File: config.mk
export PLATFORM = sky130hd
export DESIGN_NAME = pixel_scan_tracer
export DESIGN_NICKNAME = d
export VERILOG_FILES = /design/src/rtl/pixel_scan_tracer.sv
export SDC_FILE = /design/constraint.sdc
export NUM_CORES = 2
export LEC_CHECK = 0
export CORE_MARGIN = 3
export CORE_UTILIZATION = 35
export CTS_CLUSTER_DIAMETER = 150
export DETAILED_ROUTE_END_ITERATION = 6
export PLACE_DENSITY = 0.54
export SETUP_SLACK_MARGIN = 0.05
export SYNTH_ARGS = -nofsm -noshare
export SYNTH_HDL_FRONTEND = slang
export SYNTH_SLANG_ARGS = --single-unit
File: constraint.sdc
create_clock -name sysclk -period 5.3 [get_ports sysclk]
set_clock_uncertainty 0.05 [all_clocks]
set_input_delay 1.06 -clock sysclk [delete_from_list [all_inputs] [get_ports sysclk]]
set_output_delay 1.06 -clock sysclk [all_outputs]
set_load 0.02 [all_outputs]
File: src/rtl/pixel_scan_tracer.sv
// Frame scheduler around a stallable ray/box pipeline: rasters every pixel, issues one
// test per box, and folds the returning hit stream into the closest hit per pixel.
module pixel_scan_tracer #(
   parameter int H_RES     = 800,
   parameter int V_RES     = 600,
   parameter int NUM_BOXES = 4,
   parameter int PIPE_LAT  = 24,
   parameter int DIST_W    = 49,
   localparam int BW       = (NUM_BOXES > 1) ? $clog2(NUM_BOXES) : 1
) (
   input  logic              sysclk,
   input  logic              rst_n,
   input  logic              start,
   output logic              busy,
   output logic              frame_done,
   output logic              pipe_stall,
   output logic              pipe_issue,
   output logic [9:0]        pipe_pixel_x,
   output logic [9:0]        pipe_pixel_y,
   output logic [BW-1:0]     pipe_box_idx,
   input  logic              pipe_hit,
   input  logic [DIST_W-1:0] pipe_dist,
   output logic              pix_valid,
   input  logic              pix_ready,
   output logic [9:0]        pix_x,
   output logic [9:0]        pix_y,
   output logic              pix_hit,
   output logic [BW-1:0]     pix_box,
   output logic [DIST_W-1:0] pix_dist
);

   typedef enum logic [1:0] {IDLE, SCAN, DRAIN} state_t;

   typedef struct packed {
      logic          valid;
      logic          first;
      logic          last;
      logic [9:0]    x;
      logic [9:0]    y;
      logic [BW-1:0] box;
   } tag_t;

   state_t state, state_next;

   logic [9:0]    x_cnt, y_cnt;
   logic [BW-1:0] box_cnt;
   logic          stall, box_wrap, x_wrap, scan_end;
   logic          accept, last_pix_out, fold_en;

   tag_t tag_pipe [PIPE_LAT];
   tag_t tag_in, tail;

   logic              acc_hit, fold_hit;
   logic [DIST_W-1:0] acc_dist, fold_dist;
   logic [BW-1:0]     acc_box, fold_box;

   assign stall        = pix_valid && !pix_ready;
   assign pipe_stall   = stall;
   assign box_wrap     = (box_cnt == BW'(NUM_BOXES - 1));
   assign x_wrap       = (x_cnt == 10'(H_RES - 1));
   assign scan_end     = box_wrap && x_wrap && (y_cnt == 10'(V_RES - 1));
   assign accept       = pix_valid && pix_ready;
   assign last_pix_out = (pix_x == 10'(H_RES - 1)) && (pix_y == 10'(V_RES - 1));

   assign pipe_pixel_x = x_cnt;
   assign pipe_pixel_y = y_cnt;
   assign pipe_box_idx = box_cnt;

   always_ff @(posedge sysclk or negedge rst_n) begin
      if (!rst_n) state <= IDLE;
      else        state <= state_next;
   end

   always_comb begin
      state_next = state;
      case (state)
         IDLE:    if (start) state_next = SCAN;
         SCAN:    if (!stall && scan_end) state_next = DRAIN;
         DRAIN:   if (accept && last_pix_out) state_next = IDLE;
         default: state_next = IDLE;
      endcase
   end

   always_comb begin
      busy       = (state != IDLE);
      pipe_issue = (state == SCAN) && !stall;
      frame_done = (state == DRAIN) && accept && last_pix_out;
   end

   // Raster counters: box is the fastest index, then x, then y.
   always_ff @(posedge sysclk or negedge rst_n) begin
      if (!rst_n) begin
         x_cnt   <= '0;
         y_cnt   <= '0;
         box_cnt <= '0;
      end else if (state == IDLE && start) begin
         x_cnt   <= '0;
         y_cnt   <= '0;
         box_cnt <= '0;
      end else if (pipe_issue) begin
         if (box_wrap) begin
            box_cnt <= '0;
            if (x_wrap) begin
               x_cnt <= '0;
               y_cnt <= (y_cnt == 10'(V_RES - 1)) ? 10'd0 : y_cnt + 10'd1;
            end else begin
               x_cnt <= x_cnt + 10'd1;
            end
         end else begin
            box_cnt <= box_cnt + 1'b1;
         end
      end
   end

   always_comb begin
      tag_in.valid = pipe_issue;
      tag_in.first = (box_cnt == '0);
      tag_in.last  = box_wrap;
      tag_in.x     = x_cnt;
      tag_in.y     = y_cnt;
      tag_in.box   = box_cnt;
   end

   // Tag shift register mirrors the external pipeline so its tail lines up with pipe_hit.
   always_ff @(posedge sysclk or negedge rst_n) begin
      if (!rst_n) begin
         for (int i = 0; i < PIPE_LAT; i++) tag_pipe[i] <= '0;
      end else if (!stall) begin
         tag_pipe[0] <= tag_in;
         for (int i = 1; i < PIPE_LAT; i++) tag_pipe[i] <= tag_pipe[i-1];
      end
   end

   assign tail    = tag_pipe[PIPE_LAT-1];
   assign fold_en = !stall && tail.valid;

   // Strict less-than keeps the earlier (lower) box on equal distances.
   always_comb begin
      fold_hit  = acc_hit;
      fold_dist = acc_dist;
      fold_box  = acc_box;
      if (tail.first) begin
         fold_hit  = pipe_hit;
         fold_dist = pipe_hit ? pipe_dist : '1;
         fold_box  = tail.box;
      end else if (pipe_hit && (!acc_hit || pipe_dist < acc_dist)) begin
         fold_hit  = 1'b1;
         fold_dist = pipe_dist;
         fold_box  = tail.box;
      end
   end

   always_ff @(posedge sysclk or negedge rst_n) begin
      if (!rst_n) begin
         acc_hit  <= 1'b0;
         acc_dist <= '0;
         acc_box  <= '0;
      end else if (fold_en) begin
         acc_hit  <= fold_hit;
         acc_dist <= fold_dist;
         acc_box  <= fold_box;
      end
   end

   always_ff @(posedge sysclk or negedge rst_n) begin
      if (!rst_n) begin
         pix_valid <= 1'b0;
         pix_x     <= '0;
         pix_y     <= '0;
         pix_hit   <= 1'b0;
         pix_box   <= '0;
         pix_dist  <= '0;
      end else if (fold_en && tail.last) begin
         pix_valid <= 1'b1;
         pix_x     <= tail.x;
         pix_y     <= tail.y;
         pix_hit   <= fold_hit;
         pix_box   <= fold_box;
         pix_dist  <= fold_dist;
      end else if (accept) begin
         pix_valid <= 1'b0;
      end
   end

endmodule

## Yosys cells after proc, flatten, opt, wreduce, memory -nomap -nowiden

Cells that the tools add are included.
W data, S select, Z words.

| storage, ports and cells | value |
|---|---|
| register bits after elaboration | 749 |
| bits in latches | 0 |
| bits in writable memories | 0 |
| bits in read-only memories | 0 |
| output and inout port bits | 99 |
| word-level logic and storage cells | 224 |
| memories | 0 |

| cells by class | value |
|---|---|
| add/sub/neg operators | 3 |
| multipliers | 0 |
| divide/modulo/power cells | 0 |
| $lt $le $gt $ge | 1 |
| equality and inequality tests | 10 |
| shifts and indexed selects | 0 |
| muxes and demuxes | 25 |
| bitwise operators | 0 |
| reductions and logical operators | 28 |

Operator list:

| operator | number |
|---|---|
| $mux W49 | 3 |
| $mux W10 | 9 |
| $lt A49 B49 Y1 | 1 |
| $eq A10 B10 Y1 const B | 4 |
| $add A10 B1 Y10 const B | 2 |
| $mux W2 | 8 |
| $logic_and A1 B1 Y1 | 14 |
| $reduce_bool A2 Y1 | 5 |
| $ne A2 B2 Y1 const B | 3 |
| $pmux W2 S3 | 1 |
| $reduce_and A3 Y1 | 2 |
| $eq A2 B2 Y1 const B | 2 |
| $logic_not A2 Y1 | 2 |
| $mux W1 | 4 |
| $logic_not A1 Y1 | 3 |
| $add A2 B1 Y2 const B | 1 |
| $eq A2 B1 Y1 const B | 1 |
| $reduce_and A2 Y1 | 1 |
| $logic_or A1 B1 Y1 | 1 |

## Depth between registers and ports, before layout

| depth | value |
|---|---|
| depth after elaboration | 6 |
| gate-level depth with buffers | 12 |
| gate-level depth less buffers | 9 |

## Least setup slack after synthesis

No wires, ideal clock.

| timing | value |
|---|---|
| path type | input to register |
| start | input pipe_dist[23] |
| end | register acc_dist[17] |
| setup time | 0.094 ns |
| data arrival time | 3.010 ns |
| data required time | 5.156 ns |
| setup slack | 2.146 ns |
| stages on the path | 10 |
| path through | ha_1 and4_1 a221o_1 a311oi_2 a21o_1 buf_4 nand2_2 buf_6 buf_6 a221oi_2 |

| between the ends | value |
|---|---|
| word-level cells in the longest chain between the ends | 5 |

Ends and longest elaborated chain:

| what | RTL line | RTL |
|---|---|---|
| from (decl) | 22 | `input logic [DIST_W-1:0] pipe_dist,` |
| $lt A49 B49 Y1 | 146 | `end else if (pipe_hit && (!acc_hit \|\| pipe_dist < acc_dist)) begin` |
| $logic_or A1 B1 Y1 | 146 |  |
| $logic_and A1 B1 Y1 | 146 |  |
| $mux W49 | 146 |  |
| $mux W49 | 142 | `if (tail.first) begin` |
| to (signal assigned) | 160 | `acc_dist <= fold_dist;` |
| to (decl) | 54 | `logic [DIST_W-1:0] acc_dist, fold_dist;` |

Every way passes these cells.
A chain may end at the register's enable or synchronous reset.

## Worst setup path after layout

| timing | value |
|---|---|
| start | input pix_ready |
| end | output frame_done |

| between the ends | value |
|---|---|
| word-level cells in the longest chain between the ends | 3 |

Ends and longest elaborated chain:

| what | RTL line | RTL |
|---|---|---|
| from (decl) | 24 | `input logic pix_ready,` |
| $logic_and A1 B1 Y1 | 62 | `assign accept = pix_valid && pix_ready;` |
| $logic_and A1 B1 Y1 (2 in a row) | 87 | `frame_done = (state == DRAIN) && accept && last_pix_out;` |
| to (decl) | 15 | `output logic frame_done,` |

Every way passes these cells.

==> metrics.txt <==
Avg WL per Cell=about 14 um; WL met1=~33,000 um; sequential area share after synthesis=59.1%; Synth Instances=~3,600; via count=22,900; #FFs+latches synth=between 700 and 800; I/O Buffers=roughly 150; 1st-pass router iterations=5; Clock Pin Slew Worst Setup and Hold Paths=roughly 60 ps; post-layout min period=roughly 4400 ps; vias in the first global route=22,200; Slowest cell on crit path=clkdlybuf4s50_1; R2R setup slack=between 1500 and 2000 ps; sink of the worst hold path=tag_pipe[506]; I/O pin count=between 150 and 200; area occupied by multi-input gates=approximately 0.012 mm^2; dpl hpwl=around 39,000 um; reg2reg path depth=10; worst slew pin tran=1040 ps; Die Y=approximately 300 um; highest clock rate=about 230 MHz; Max-Cap Viols=0; first-pass GRT wire length=115,000 um; Synth cell types=56; total power per unit cell area=around 480 mW/mm^2; clock buffer depth=3; cell area after synthesis=around 0.032 mm^2; GP Congestion=a little under 0.8; Hold Startpoint=tag_pipe[531]; Horiz. Die Dim=between 300 and 400 um; # resized after CTS=0; Most common cell on crit path=clkdlybuf4s50_1; status=finished, final reports clean; Slew headroom=between 30% and 40%; Root Buffer=clkbuf_16; CTS tree=built; CTS buffer count=about 80; Area growth syn-to-layout=16.0%; critical path cell sequence=clkdlybuf4s50_1 > nand4_1 > nor3_1 > nand4b_1 > nor3b_1 > clkdlybuf4s50_1; critical path class=input pin to primary output; Fillers=around 9,000; final setup fails=0; Placeable Area=just under 0.09 mm^2; final hold slack=between 400 and 500 ps; largest net degree at the start of global routing=between 200 and 250; Via density=approximately 4.7; Final Hold Fails=0; Tot GR Track Use=14.5%; initial antenna violation count=4; Crit path required time=approximately 4200 ps; Lkg Pwr=about 19 nW; Top FF cell, synth=dfrtp_1; unrepaired setup endpoints after global routing=false; EDFF count, synth=0; Clock Latency Late Sink=between 600 and 700 ps; setup TNS=0 ps; final worst-path cycle share=a little over 80%; H-tree depth=3; worst min path class=flop to flop; Hold Crit Depth=2; asr flop ratio synth=between 90% and 100%; Worst Path Max Fanout=2; worst ir drop on vdd=about 0.27 mV; met2 wire length=~30,000 um; Final Max Slew Viols=0; nature of the critical path startpoint=input pin; final wirelength=67,800 um; residual DRC count=0; Post-DRT Antenna Nets=0; Mapped Nets=3,730; Crit Reg-Reg Endpoint=pix_dist[42]; GR Overflow Total=0; FF/Latch Area=about 0.019 mm^2; area of the die=0.0943 mm^2; Total Power=0.0178 W; Slowest Stage Delay on Critical Path=650 ps; nature of the critical path endpoint=primary output; TritonCTS Sinks=roughly 750; FF-to-FF Start=acc_dist[48]; # hold bufs at CTS=0; Crit path arrival time=around 3300 ps; Syn. warnings=0; setup bufs post-CTS=0; Post-Syn Area per Cell=8.76 um^2; Max Used Layer=met4; Rows=109; initial DRC count=a little under 2,000; total length of routed met3 wires=between 3000 and 4000 um; initial cell density of the core=35.6%; share of cells above drive strength 1=6.35%; Layout Nets=approximately 3,800
-- flip-flops by register name, summed over array words and instances (netlist names) --
| register | cells |
|---|---|
| tag_pipe | 600 |
| acc_dist | 49 |
| pix_dist | 49 |
| pipe_pixel_x | 10 |
| pipe_pixel_y | 10 |
| pix_x | 10 |
| pix_y | 10 |
| acc_box | 2 |
| pipe_box_idx | 2 |
| pix_box | 2 |
| state | 2 |
| acc_hit | 1 |
| pix_hit | 1 |
| pix_valid | 1 |
-- per-stage QoR --
stage | cells | util [%] | cell area (um^2) | setup WS, ps
floorplan | 3624 | - | 31700 | 2150
global placement | 4743 | 38.3 | 34100 | 788
detailed placement | 4743 | 38.3 | 34100 | 828
CTS | 4882 | 41.3 | 36800 | 813
global route | 4885 | 41.3 | 36800 | 658
finish | 4885 | 41.3 | 36800 | 918
-- layout by cell type, fill, tap and decap left out, types with 4 or more instances in the layout --
cell	count
buf_4	28
nor2b_1	6
nor2_1	171
nand4_1	66
a21o_1	6
nor3_1	9
clkbuf_8	27
clkinv_2	13
a221oi_1	18
inv_1	105
bufinv_16	4
dfrtp_1	748
a211oi_1	86
buf_12	11
o21ai_0	70
clkbuf_16	82
and3_1	9
nand3_1	11
clkbuf_1	7
a211oi_2	15
clkdlybuf4s50_1	150
a221oi_2	30
xor2_1	6
and4_1	4
a21oi_1	28
ha_1	52
nand2_1	1895
-- where the power goes --
part	switching (W)	internal, W	total, W
Clock	0.00227	0.00339	0.00566
Combinational	0.00286	0.00163	0.00449
Sequential	0.000782	0.00690	0.00769
-- metal layers --
metal | track usage (%) | vias up
li1 | - | 11500
met4 | 4.06 | 0
met5 | 0 | -
met2 | 22.5 | 335
met1 | 20.6 | 10900
met3 | 3.11 | 103
-- Yosys cell counts (all sizes together) (2+ instances only) --
library cell | number | area (um^2)
o31ai | 3 | 36.3
ha | 52 | 651
and4 | 4 | 35.0
nand3b | 2 | 15.0
nor2b | 6 | 37.5
a21o | 6 | 45.0
nand2b | 3 | 18.8
nand2 | 1896 | 7120
o211ai | 3 | 27.5
dfrtp | 749 | 18700
nor4b | 2 | 38.8
nor4bb | 3 | 30.0
xor2 | 6 | 52.6
and3 | 10 | 62.6
nor2 | 172 | 646
nand4 | 67 | 425
and2 | 2 | 12.5
a221oi | 48 | 608
clkbuf | 176 | 661
nand4b | 3 | 26.3
inv | 106 | 398
buf | 61 | 412
o211a | 2 | 20.0
a21oi | 29 | 149
o21ai | 73 | 365
xnor2 | 2 | 17.5
nor3 | 10 | 55.1
a211oi | 102 | 846
nand3 | 11 | 55.1
o21a | 2 | 15.0
a221o | 2 | 20.0
-- final cells by class --
type                       instances  share of cell area (%)
timing repair buffer             191                    5.30
clock inverter                    23                   0.659
sequential                       749                    50.9
inverter                         106                    1.10
clock buffer                     116                    6.65
antenna                            3                  0.0204
multi-input combinational       2532                    31.4
tap                             1165                    3.96
-- logic make-up (layout without fill, tap and decap cells) --
| logic type | count (synthesis) | count (layout) | synth area share (%) |
|---|---|---|---|
| and+or+nand+nor | 2195 | 2195 | 27.1 |
| buffers and inverters | 343 | 436 | 4.63 |
| other | 0 | 3 | 0 |
| xor gates and xnor gates | 8 | 8 | 0.221 |
| adders and majority gates | 52 | 52 | 2.05 |
| DFF | 749 | 749 | 59.1 |
| AOI/OAI and AO/OA | 277 | 277 | 6.93 |
-- critical path, delay by kind of cell --
kind / cells / cell delay [ps]
buf+inv: 2 / 1130
simple gates: 4 / 1080
-- worst max-delay path by stage --
stage / startpoint / end / slack [ps] / cells past startpoint
2_1_floorplan: pipe_dist[23] / acc_dist[17] / 2150 / 10
3_3_place_gp: pix_ready / frame_done / 790 / 6
3_5_place_dp: pix_ready / frame_done / 830 / 6
4_1_cts: pix_ready / frame_done / 810 / 6
5_1_grt: pix_ready / frame_done / 660 / 6
6_report: pix_ready / frame_done / 920 / 6
(Power assumes the default switching activity.)
